## src/rtl/i2c_write_master_if.sv

```systemverilog
// Command / status / pad bundle between the APB register stage, the I2C write
// engine and the pad wrapper.
interface i2c_write_master_if #(
    parameter int unsigned DATA_WIDTH = 32
);
    logic [DATA_WIDTH-1:0] cmd_data;   // [6:0] slave address, [15:8] data byte
    logic                  cmd_valid;  // one-cycle request strobe
    logic                  cmd_ready;  // idle and able to accept a command
    logic                  scl;        // push-pull I2C clock
    logic                  sda_oe;     // 1 pulls SDA low, 0 releases it
    logic                  sda_i;      // SDA pad input
    logic                  busy;
    logic                  done;       // one-cycle pulse at end of STOP
    logic                  ack_err;    // sticky NACK flag for the last transaction

    // Engine side.
    modport master (
        input  cmd_data,
        input  cmd_valid,
        input  sda_i,
        output cmd_ready,
        output scl,
        output sda_oe,
        output busy,
        output done,
        output ack_err
    );

    // Register stage / pad side.
    modport slave (
        output cmd_data,
        output cmd_valid,
        output sda_i,
        input  cmd_ready,
        input  scl,
        input  sda_oe,
        input  busy,
        input  done,
        input  ack_err
    );
endinterface

```

## src/rtl/i2c_write_master.sv

```systemverilog
// Single-byte I2C write engine: START, {addr, W}, ACK, data, ACK, STOP.
// Time is divided into slots of four quarters of CLK_DIV clocks each; line levels
// are decoded from the upcoming slot position and registered, so scl/sda_oe are
// glitch-free flop outputs.
module i2c_write_master #(
    parameter int unsigned DATA_WIDTH = 32,
    parameter int unsigned CLK_DIV    = 250
) (
    input logic                clk,
    input logic                reset,
    i2c_write_master_if.master bus
);

    localparam int unsigned TimerW = (CLK_DIV > 1) ? $clog2(CLK_DIV) : 1;
    localparam logic [TimerW-1:0] TimerLast = TimerW'(CLK_DIV - 1);

    if (CLK_DIV < 2) begin : gen_bad_clk_div
        $error("CLK_DIV must be at least 2");
    end
    if (DATA_WIDTH < 16) begin : gen_bad_data_width
        $error("DATA_WIDTH must hold the address and data fields");
    end

    typedef enum logic [2:0] {
        StIdle,
        StStart,
        StAddr,
        StAddrAck,
        StData,
        StDataAck,
        StStop
    } state_e;

    state_e              state_q, state_d;
    logic [1:0]          quarter_q, quarter_d;
    logic [TimerW-1:0]   timer_q, timer_d;
    logic [2:0]          bit_q, bit_d;
    logic [6:0]          addr_q, addr_d;
    logic [7:0]          data_q, data_d;
    logic                ack_err_q, ack_err_d;
    logic                done_d;
    logic                scl_q, scl_d;
    logic                sda_oe_q, sda_oe_d;
    logic                busy_q;
    logic                done_q;
    logic                ready_q;
    logic [7:0]          addr_byte;
    logic                tx_bit;

    // Only the address and data fields of the command word are meaningful.
    logic unused_cmd_bits;
    assign unused_cmd_bits = ^bus.cmd_data;

    // Next slot position, command capture and ACK sampling.
    always_comb begin
        state_d   = state_q;
        quarter_d = quarter_q;
        timer_d   = timer_q;
        bit_d     = bit_q;
        addr_d    = addr_q;
        data_d    = data_q;
        ack_err_d = ack_err_q;
        done_d    = 1'b0;

        if (state_q == StIdle) begin
            if (bus.cmd_valid && ready_q) begin
                state_d   = StStart;
                quarter_d = 2'd0;
                timer_d   = '0;
                bit_d     = 3'd7;
                addr_d    = bus.cmd_data[6:0];
                data_d    = bus.cmd_data[15:8];
                ack_err_d = 1'b0;
            end
        end else if (timer_q != TimerLast) begin
            timer_d = timer_q + TimerW'(1);
        end else begin
            timer_d   = '0;
            quarter_d = quarter_q + 2'd1;

            // SDA is sampled on the last clock of Q1, while SCL is high.
            if ((quarter_q == 2'd1) && bus.sda_i &&
                ((state_q == StAddrAck) || (state_q == StDataAck))) begin
                ack_err_d = 1'b1;
            end

            if (quarter_q == 2'd3) begin
                case (state_q)
                    StStart: begin
                        state_d = StAddr;
                        bit_d   = 3'd7;
                    end
                    StAddr: begin
                        if (bit_q == 3'd0) begin
                            state_d = StAddrAck;
                            bit_d   = 3'd7;
                        end else begin
                            bit_d = bit_q - 3'd1;
                        end
                    end
                    // ack_err_q was cleared on accept, so here it reflects the
                    // address ACK sampled earlier in this slot.
                    StAddrAck: state_d = ack_err_q ? StStop : StData;
                    StData: begin
                        if (bit_q == 3'd0) begin
                            state_d = StDataAck;
                            bit_d   = 3'd7;
                        end else begin
                            bit_d = bit_q - 3'd1;
                        end
                    end
                    StDataAck: state_d = StStop;
                    StStop: begin
                        state_d = StIdle;
                        done_d  = 1'b1;
                    end
                    default: state_d = StIdle;
                endcase
            end
        end
    end

    assign addr_byte = {addr_d, 1'b0};
    assign tx_bit    = (state_d == StAddr) ? addr_byte[bit_d] : data_d[bit_d];

    // Line levels for the upcoming slot position.
    always_comb begin
        scl_d    = 1'b1;
        sda_oe_d = 1'b0;
        case (state_d)
            StStart: sda_oe_d = quarter_d[1];
            StAddr, StData: begin
                scl_d    = ^quarter_d;
                sda_oe_d = ~tx_bit;
            end
            StAddrAck, StDataAck: scl_d = ^quarter_d;
            StStop: begin
                scl_d    = (quarter_d != 2'd0);
                sda_oe_d = ~quarter_d[1];
            end
            default: begin
                scl_d    = 1'b1;
                sda_oe_d = 1'b0;
            end
        endcase
    end

    // FSM state, counters and registered outputs.
    always_ff @(posedge clk) begin
        if (reset) begin
            state_q   <= StIdle;
            quarter_q <= 2'd0;
            timer_q   <= '0;
            bit_q     <= 3'd0;
            addr_q    <= 7'd0;
            data_q    <= 8'd0;
            ack_err_q <= 1'b0;
            scl_q     <= 1'b1;
            sda_oe_q  <= 1'b0;
            busy_q    <= 1'b0;
            done_q    <= 1'b0;
            ready_q   <= 1'b1;
        end else begin
            state_q   <= state_d;
            quarter_q <= quarter_d;
            timer_q   <= timer_d;
            bit_q     <= bit_d;
            addr_q    <= addr_d;
            data_q    <= data_d;
            ack_err_q <= ack_err_d;
            scl_q     <= scl_d;
            sda_oe_q  <= sda_oe_d;
            busy_q    <= (state_d != StIdle);
            done_q    <= done_d;
            ready_q   <= (state_d == StIdle);
        end
    end

    assign bus.cmd_ready = ready_q;
    assign bus.scl       = scl_q;
    assign bus.sda_oe    = sda_oe_q;
    assign bus.busy      = busy_q;
    assign bus.done      = done_q;
    assign bus.ack_err   = ack_err_q;

endmodule

```

## src/flat_wrapper.sv

```systemverilog
// flat-port wrapper written by rule: the top's interface ports become plain ports
module i2c_write_master_flat 
#(
    parameter int unsigned DATA_WIDTH = 32,
    parameter int unsigned CLK_DIV    = 250
)
  (clk, reset, bus_cmd_data, bus_cmd_valid, bus_sda_i, bus_cmd_ready, bus_scl, bus_sda_oe, bus_busy, bus_done, bus_ack_err);
  i2c_write_master_if #(.DATA_WIDTH(DATA_WIDTH)) bus_i ();
  input logic clk;
  input logic reset;
  input wire logic [$bits(bus_i.cmd_data)-1:0] bus_cmd_data;
  input wire logic [$bits(bus_i.cmd_valid)-1:0] bus_cmd_valid;
  input wire logic [$bits(bus_i.sda_i)-1:0] bus_sda_i;
  output wire logic [$bits(bus_i.cmd_ready)-1:0] bus_cmd_ready;
  output wire logic [$bits(bus_i.scl)-1:0] bus_scl;
  output wire logic [$bits(bus_i.sda_oe)-1:0] bus_sda_oe;
  output wire logic [$bits(bus_i.busy)-1:0] bus_busy;
  output wire logic [$bits(bus_i.done)-1:0] bus_done;
  output wire logic [$bits(bus_i.ack_err)-1:0] bus_ack_err;
  assign bus_i.cmd_data = bus_cmd_data;
  assign bus_i.cmd_valid = bus_cmd_valid;
  assign bus_i.sda_i = bus_sda_i;
  assign bus_cmd_ready = bus_i.cmd_ready;
  assign bus_scl = bus_i.scl;
  assign bus_sda_oe = bus_i.sda_oe;
  assign bus_busy = bus_i.busy;
  assign bus_done = bus_i.done;
  assign bus_ack_err = bus_i.ack_err;
  i2c_write_master #(.DATA_WIDTH(DATA_WIDTH), .CLK_DIV(CLK_DIV)) u_core (.clk(clk), .reset(reset), .bus(bus_i));
endmodule
```

## config.mk

```make
export PLATFORM = sky130hd
export DESIGN_NAME = i2c_write_master_flat
export DESIGN_NICKNAME = d
export VERILOG_FILES = /design/src/rtl/i2c_write_master_if.sv /design/src/rtl/i2c_write_master.sv /design/src/flat_wrapper.sv
export SDC_FILE = /design/constraint.sdc
export NUM_CORES = 1
export LEC_CHECK = 0
export CORE_MARGIN = 1
export CORE_UTILIZATION = 61
export DETAILED_ROUTE_END_ITERATION = 12
export DONT_BUFFER_PORTS = 1
export MAX_ROUTING_LAYER = met4
export PLACE_DENSITY = 0.79
export SLEW_MARGIN = 20
export SYNTH_ARGS = -nofsm -noshare
export SYNTH_HDL_FRONTEND = slang
export SYNTH_SLANG_ARGS = --single-unit
```

## constraint.sdc

```tcl
create_clock -name clk -period 2.5 [get_ports clk]
set_clock_uncertainty 0.05 [all_clocks]
set_input_delay 0.5 -clock clk [delete_from_list [all_inputs] [get_ports clk]]
set_output_delay 0.5 -clock clk [all_outputs]
set_load 0.005 [all_outputs]
```

-- Word level (Yosys, flattened, before mapping)
Cells that the tools add are included.
- bits in latches: 0
- bits of input ports: 36
- memories kept: 0
- register bits after elaboration: 37
- logic and storage cells: 88
- output and inout port bits: 6
- RAM bits: 0
- ROM bits: 0
- divide/modulo/power cells: 0
- reductions and logical operators: 16
- $mul: 0
- equal/unequal tests: 17
- add/subtract/negate cells: 3
- order comparisons: 1
- shifts and indexed selects: 0
- bitwise gates (word level): 3
- muxes and demuxes: 36
- operators with widths (kind ; count):
    $mux 8 ; 5
    $mux 3 ; 11
    $eq 3x3->1 const B ; 6
    $pmux 3 s5 ; 1
    $mux 7 ; 2
    $eq 3x2->1 const B ; 4
    $logic_not 3->1 ; 3
    $add 8x1->8 const B ; 1
    $mux 1 ; 8
    $mux 2 ; 4
    $ne 8x8->1 const B ; 1
    $reduce_or 4->1 ; 2
    $bmux 1 s3 ; 2
    $eq 3x1->1 const B ; 2
    $pmux 3 s2 ; 1
    $lt 3x4->1 const B ; 1
    $reduce_bool 2->1 ; 2
    $reduce_or 2->1 ; 2
    $logic_and 1x1->1 ; 3
    $not 1->1 ; 3
    $pmux 1 s3 ; 1
    $reduce_and 3->1 ; 1
    $reduce_bool 3->1 ; 1
    $sub 3x1->3 const B ; 1
    8 further kinds ; 8

-- Longest topological paths before layout
- depth in word-level cells: 11
- mapped depth: 12
- depth with buffers taken out: 10

-- Least setup slack after synthesis
OpenSTA, ideal clock, no wires.
- path type: register -> register
- start point: register u_core.timer_q[1]
- end point: register u_core.sda_oe_q (netlist: u_core.bus.sda_oe)
- arrival: 2129 ps
- clock period less this slack: 2252 ps
- stages on the path, launching flop included: 12
- library setup time: 73 ps
- data required time: 2377 ps
- path slack: 248 ps
- buffers on the path: 1
- cell sequence: dfxtp_1 > inv_1 > ha_1 > and4b_1 > and2_4 > buf_6 > and3_4 > a21o_4 > mux2_4 > a221oi_2 > a211oi_1 > o22ai_2
- word-level cells in the longest chain between the ends: 8
- elaborated cells between the ends (all ways): 20
- those cells by class: eq/ne (5); mux (12); bitwise (2); reduce/logical (1)
- ends and longest elaborated chain (what ; RTL line ; text):
    start, declared ; i2c_write_master.sv:36 ; logic [TimerW-1:0] timer_q, timer_d;
    start signal, assigned ; i2c_write_master.sv:166 ; timer_q <= timer_d;
    $ne 8x8->1 (*) ; i2c_write_master.sv:75 ; end else if (timer_q != TimerLast) begin
    $mux 3 ; i2c_write_master.sv:75 ;
    $mux 3 ; i2c_write_master.sv:65 ; if (state_q == StIdle) begin
    $bmux 1 s3 ; i2c_write_master.sv:124 ; assign tx_bit = (state_d == StAddr) ? addr_byte[bit_d] : data_d[bit_d];
    $mux 1 (not written as such) ; i2c_write_master.sv:124 ;
    $mux 1 ; i2c_write_master.sv:124 ;
    $not 1->1 ; i2c_write_master.sv:134 ; sda_oe_d = ~tx_bit;
    $pmux 1 s3 (*) ; i2c_write_master.sv:130 ; case (state_d)
    end signal, assigned ; i2c_write_master.sv:172 ; sda_oe_q <= sda_oe_d;
    end, declared ; i2c_write_master.sv:43 ; logic sda_oe_q, sda_oe_d;
Every way passes the cells marked *; elsewhere a longest branch is shown, timed or not. The select of a mux whose other input is x is not followed.
A chain may end at the register's enable or synchronous reset.

-- Worst setup path after layout
Ends and elaborated chain as after synthesis.

==> qor.yml <==
global_route:
  grt_pass1_wl_mm: 7.02
  grt_use_total_pct: 27.4
  grt.overflow.total: 0
  grt_max_degree: 37
  antenna_found_initial: 0
  grt_pass1_vias: 1614
yosys:
  synth-simple-area-share_pct: 28.5
  syn_area_mm2: 0.00201
  synth_common_cells: "nand2_1, dfxtp_1, nor2_1"
  synth_top_area_share_pct: 36.9
  synth.area.top_cells: "dfxtp_1, nand2_1, a21oi_1"
  synth_xor_area_share_pct: 0.436
  yosysTopAreaCell: "dfxtp_1"
  synth_warnings: 0
  synth_cell_types: 56
  yosysMostFrequentCell: "nand2_1"
  syn_area_per_cell_um2: 7.94
  synth_adder_area_share_pct: 4.98
  async_reset_ff_share_pct: 0
  ys_seq_area_share_pct: 36.9
  synth_top_family_by_area: "simple AND/OR/NAND/NOR gates"
  synthMuxAreaShare_pct: 3.36
  yosys_register_bits: 37
  synth_compound_area_share_pct: 20.4
  synth_flop_cell: "dfxtp_1"
  syn-num-nets: 297
  syn_inst: 253
  synth_edf_count: 0
route:
  vias: 1765
  wl_per_cell_um: 14.0
  final_antenna_net_count: 0
  top_layer: "met4"
  first_iter_violations: 144
  first_pass_iters: 4
  dr_wl_met2_mm: 1.87
  wl_met1_mm: 2.05
  routed_wl_mm: 4.23
  drc: 0
  via_per_inst: 5.83
  wl_met3_um: 217
timing:
  drv_slew: 0
  rsz0062_at_grt: "false"
  fin_tns_setup_ns: 0
  min_period_ns: 2.41
  fin_crit_sh_pct: 96.4
  fin_hold_ws_ns: 0.165
  worst_pin_slew_ns: 0.419
  slew_headroom_pct: 71.9
  setup_viol: 0
  max_freq_mhz: 415
  finalHoldViolations: 0
finish:
  n_antenna_cell: 0
  fin_nets: 302
  fillCellCount: 278
  layout.cells.non_filler: 303
  area_growth_syn_to_layout_pct: 8.54
  drive_above_1_share_pct: 16.2
cts:
  cts_buffers: 5
  htreeDepth: 2
  cts_max_path_buffers: 2
  clkTransAtPathRegs_ns: 0.12
  clk_latency_ns: 0.35
  postCtsSetupBuffers: 0
  root_buffer: "clkbuf_4"
  cts.sinks: 37
  ctsHoldBuffers: 0
  cts_tree: "done"
hold_path:
  hold_depth: 1
  min_path_type: "input port to flip-flop"
placement:
  hpwl_mm: 2.95
  gp_congestion: 0.878
  port_buffers: 0
  dp_cells: 295
die:
  ios: 42
  dieArea_mm2: 0.00353
  coreArea_mm2: 0.00308
  num_rows: 20
  start_util_pct: 65.2
  die_h_um: 59.4
  dieWidth_um: 59.4
power_and_ir_drop:
  ir_drop_uv: 472
  swShare_pct: 28.8
  leakage_nw: 0.841
  p_clk_share_pct: 31.9
  switchingPower_uw: 395
  p_comb_share_pct: 20.6
  total_power_mw: 1.37
  seqPwrFrac_pct: 47.5
  powerDensity_mw_per_mm2: 629
  intPower_uw: 977
critical_path:
  cp_data_required_time_ns: 2.73
  reg2reg_slack_ns: 0.09
  critical_path_class: "flip-flop to flip-flop"
  reg2reg_depth: 10
  critPathMaxFanout: 8
  cp.arrival_ns: 2.65
  crit_path_end_kind: "flip-flop"
  crit_path_start_kind: "flip-flop"
run_status:
  status: "completed"
run:
  max_cap_violations: 0
==> sequential cells by signal, indices dropped and copies added, names as in the netlist <==
signal and cells:
u_core.data_q 8, u_core.timer_q 8, u_core.addr_q 7, u_core.bit_q 3, u_core.state_q 3, u_core.quarter_q 2
u_core.bus.ack_err 1, u_core.bus.busy 1, u_core.bus.cmd_ready 1, u_core.bus.done 1, u_core.bus.scl 1, u_core.bus.sda_oe 1
==> power groups by stage <==
stage                     combinational [mW]  clock, mW  sequential (mW)
after CTS                              0.277      0.451            0.648
after global placement                 0.270          0            0.660
final                                  0.283      0.438            0.651
after global routing                   0.314      0.471            0.655
after detailed placement               0.274          0            0.661
after floorplan                        0.228          0            0.655
==> cell families after synthesis <==
| kind of cell | after synthesis |
|---|---|
| AO/OA/AOI/OAI | 60 |
| XOR/XNOR | 1 |
| adder cells (fa/ha/maj) | 8 |
| buffers and inverters | 22 |
| flip-flops | 37 |
| multiplexers | 6 |
| AND/OR/NAND/NOR | 119 |
==> worst max-delay path: stages (launching register included) <==
cell and delay (ns):
dfxtp_2 0.37, inv_1 0.05, ha_1 0.20, and4b_1 0.22, and2_4 0.19, a211oi_2 0.26, a21o_4 0.18, mux2_2 0.34
a22oi_1 0.22, a211oi_1 0.13, o22ai_2 0.16
==> repair_timing <==
item,in CTS,in global routing
setup endpoints to repair,0,2
resized for setup,0,7
endpoints found under the hold margin,0,0
==> cell type report <==
class	instances	area, um^2	area share, %
inverters	9	33.8	1.55
clock buffers	6	51.3	2.35
clock inverters	2	37.5	1.72
flip-flops and latches	37	746	34.2
well taps	44	55.1	2.53
repair buffers	11	82.6	3.79
multi-input cells	194	1170	53.8
==> layer usage <==
layer	GRT usage (%)	up-vias
met5	-	-
met4	11.9	0
met3	8.30	11
met2	37.4	49
met1	37.0	818
li1	-	887
==> placed cells by master, fill, tap and decap left out, types with 3 or more instances in the layout <==
cell type / count
mux2i_1: 3
inv_1: 9
clkbuf_4: 5
a22oi_1: 3
nor2_1: 31
a21oi_1: 28
nand3_1: 6
nand2b_1: 3
nand2_1: 47
and3_1: 5
ha_1: 8
o21ai_0: 7
dfxtp_2: 4
nor3_1: 4
buf_4: 11
nand4_1: 3
dfxtp_1: 33
==> worst paths after layout <==
| kind | startpoint | end |
|---|---|---|
| max reg2reg | u_core.timer_q[1] | u_core.bus.sda_oe |
| min reg2reg | u_core.addr_q[3] | u_core.addr_q[3] |
| max | u_core.timer_q[1] | u_core.bus.sda_oe |
| min | reset | u_core.addr_q[1] |
==> per-stage QoR <==
step                utilization [%]  area [um^2]  worst slack [ns]
CTS                            70.1         2160            0.0629
finish                         70.8         2180            0.0896
global placement               67.2         2070             0.157
global route                   70.8         2180            0.0323
detailed placement             67.2         2070             0.132
floorplan                         -         2010             0.248
Note: power is estimated with default switching activity, not from simulation.
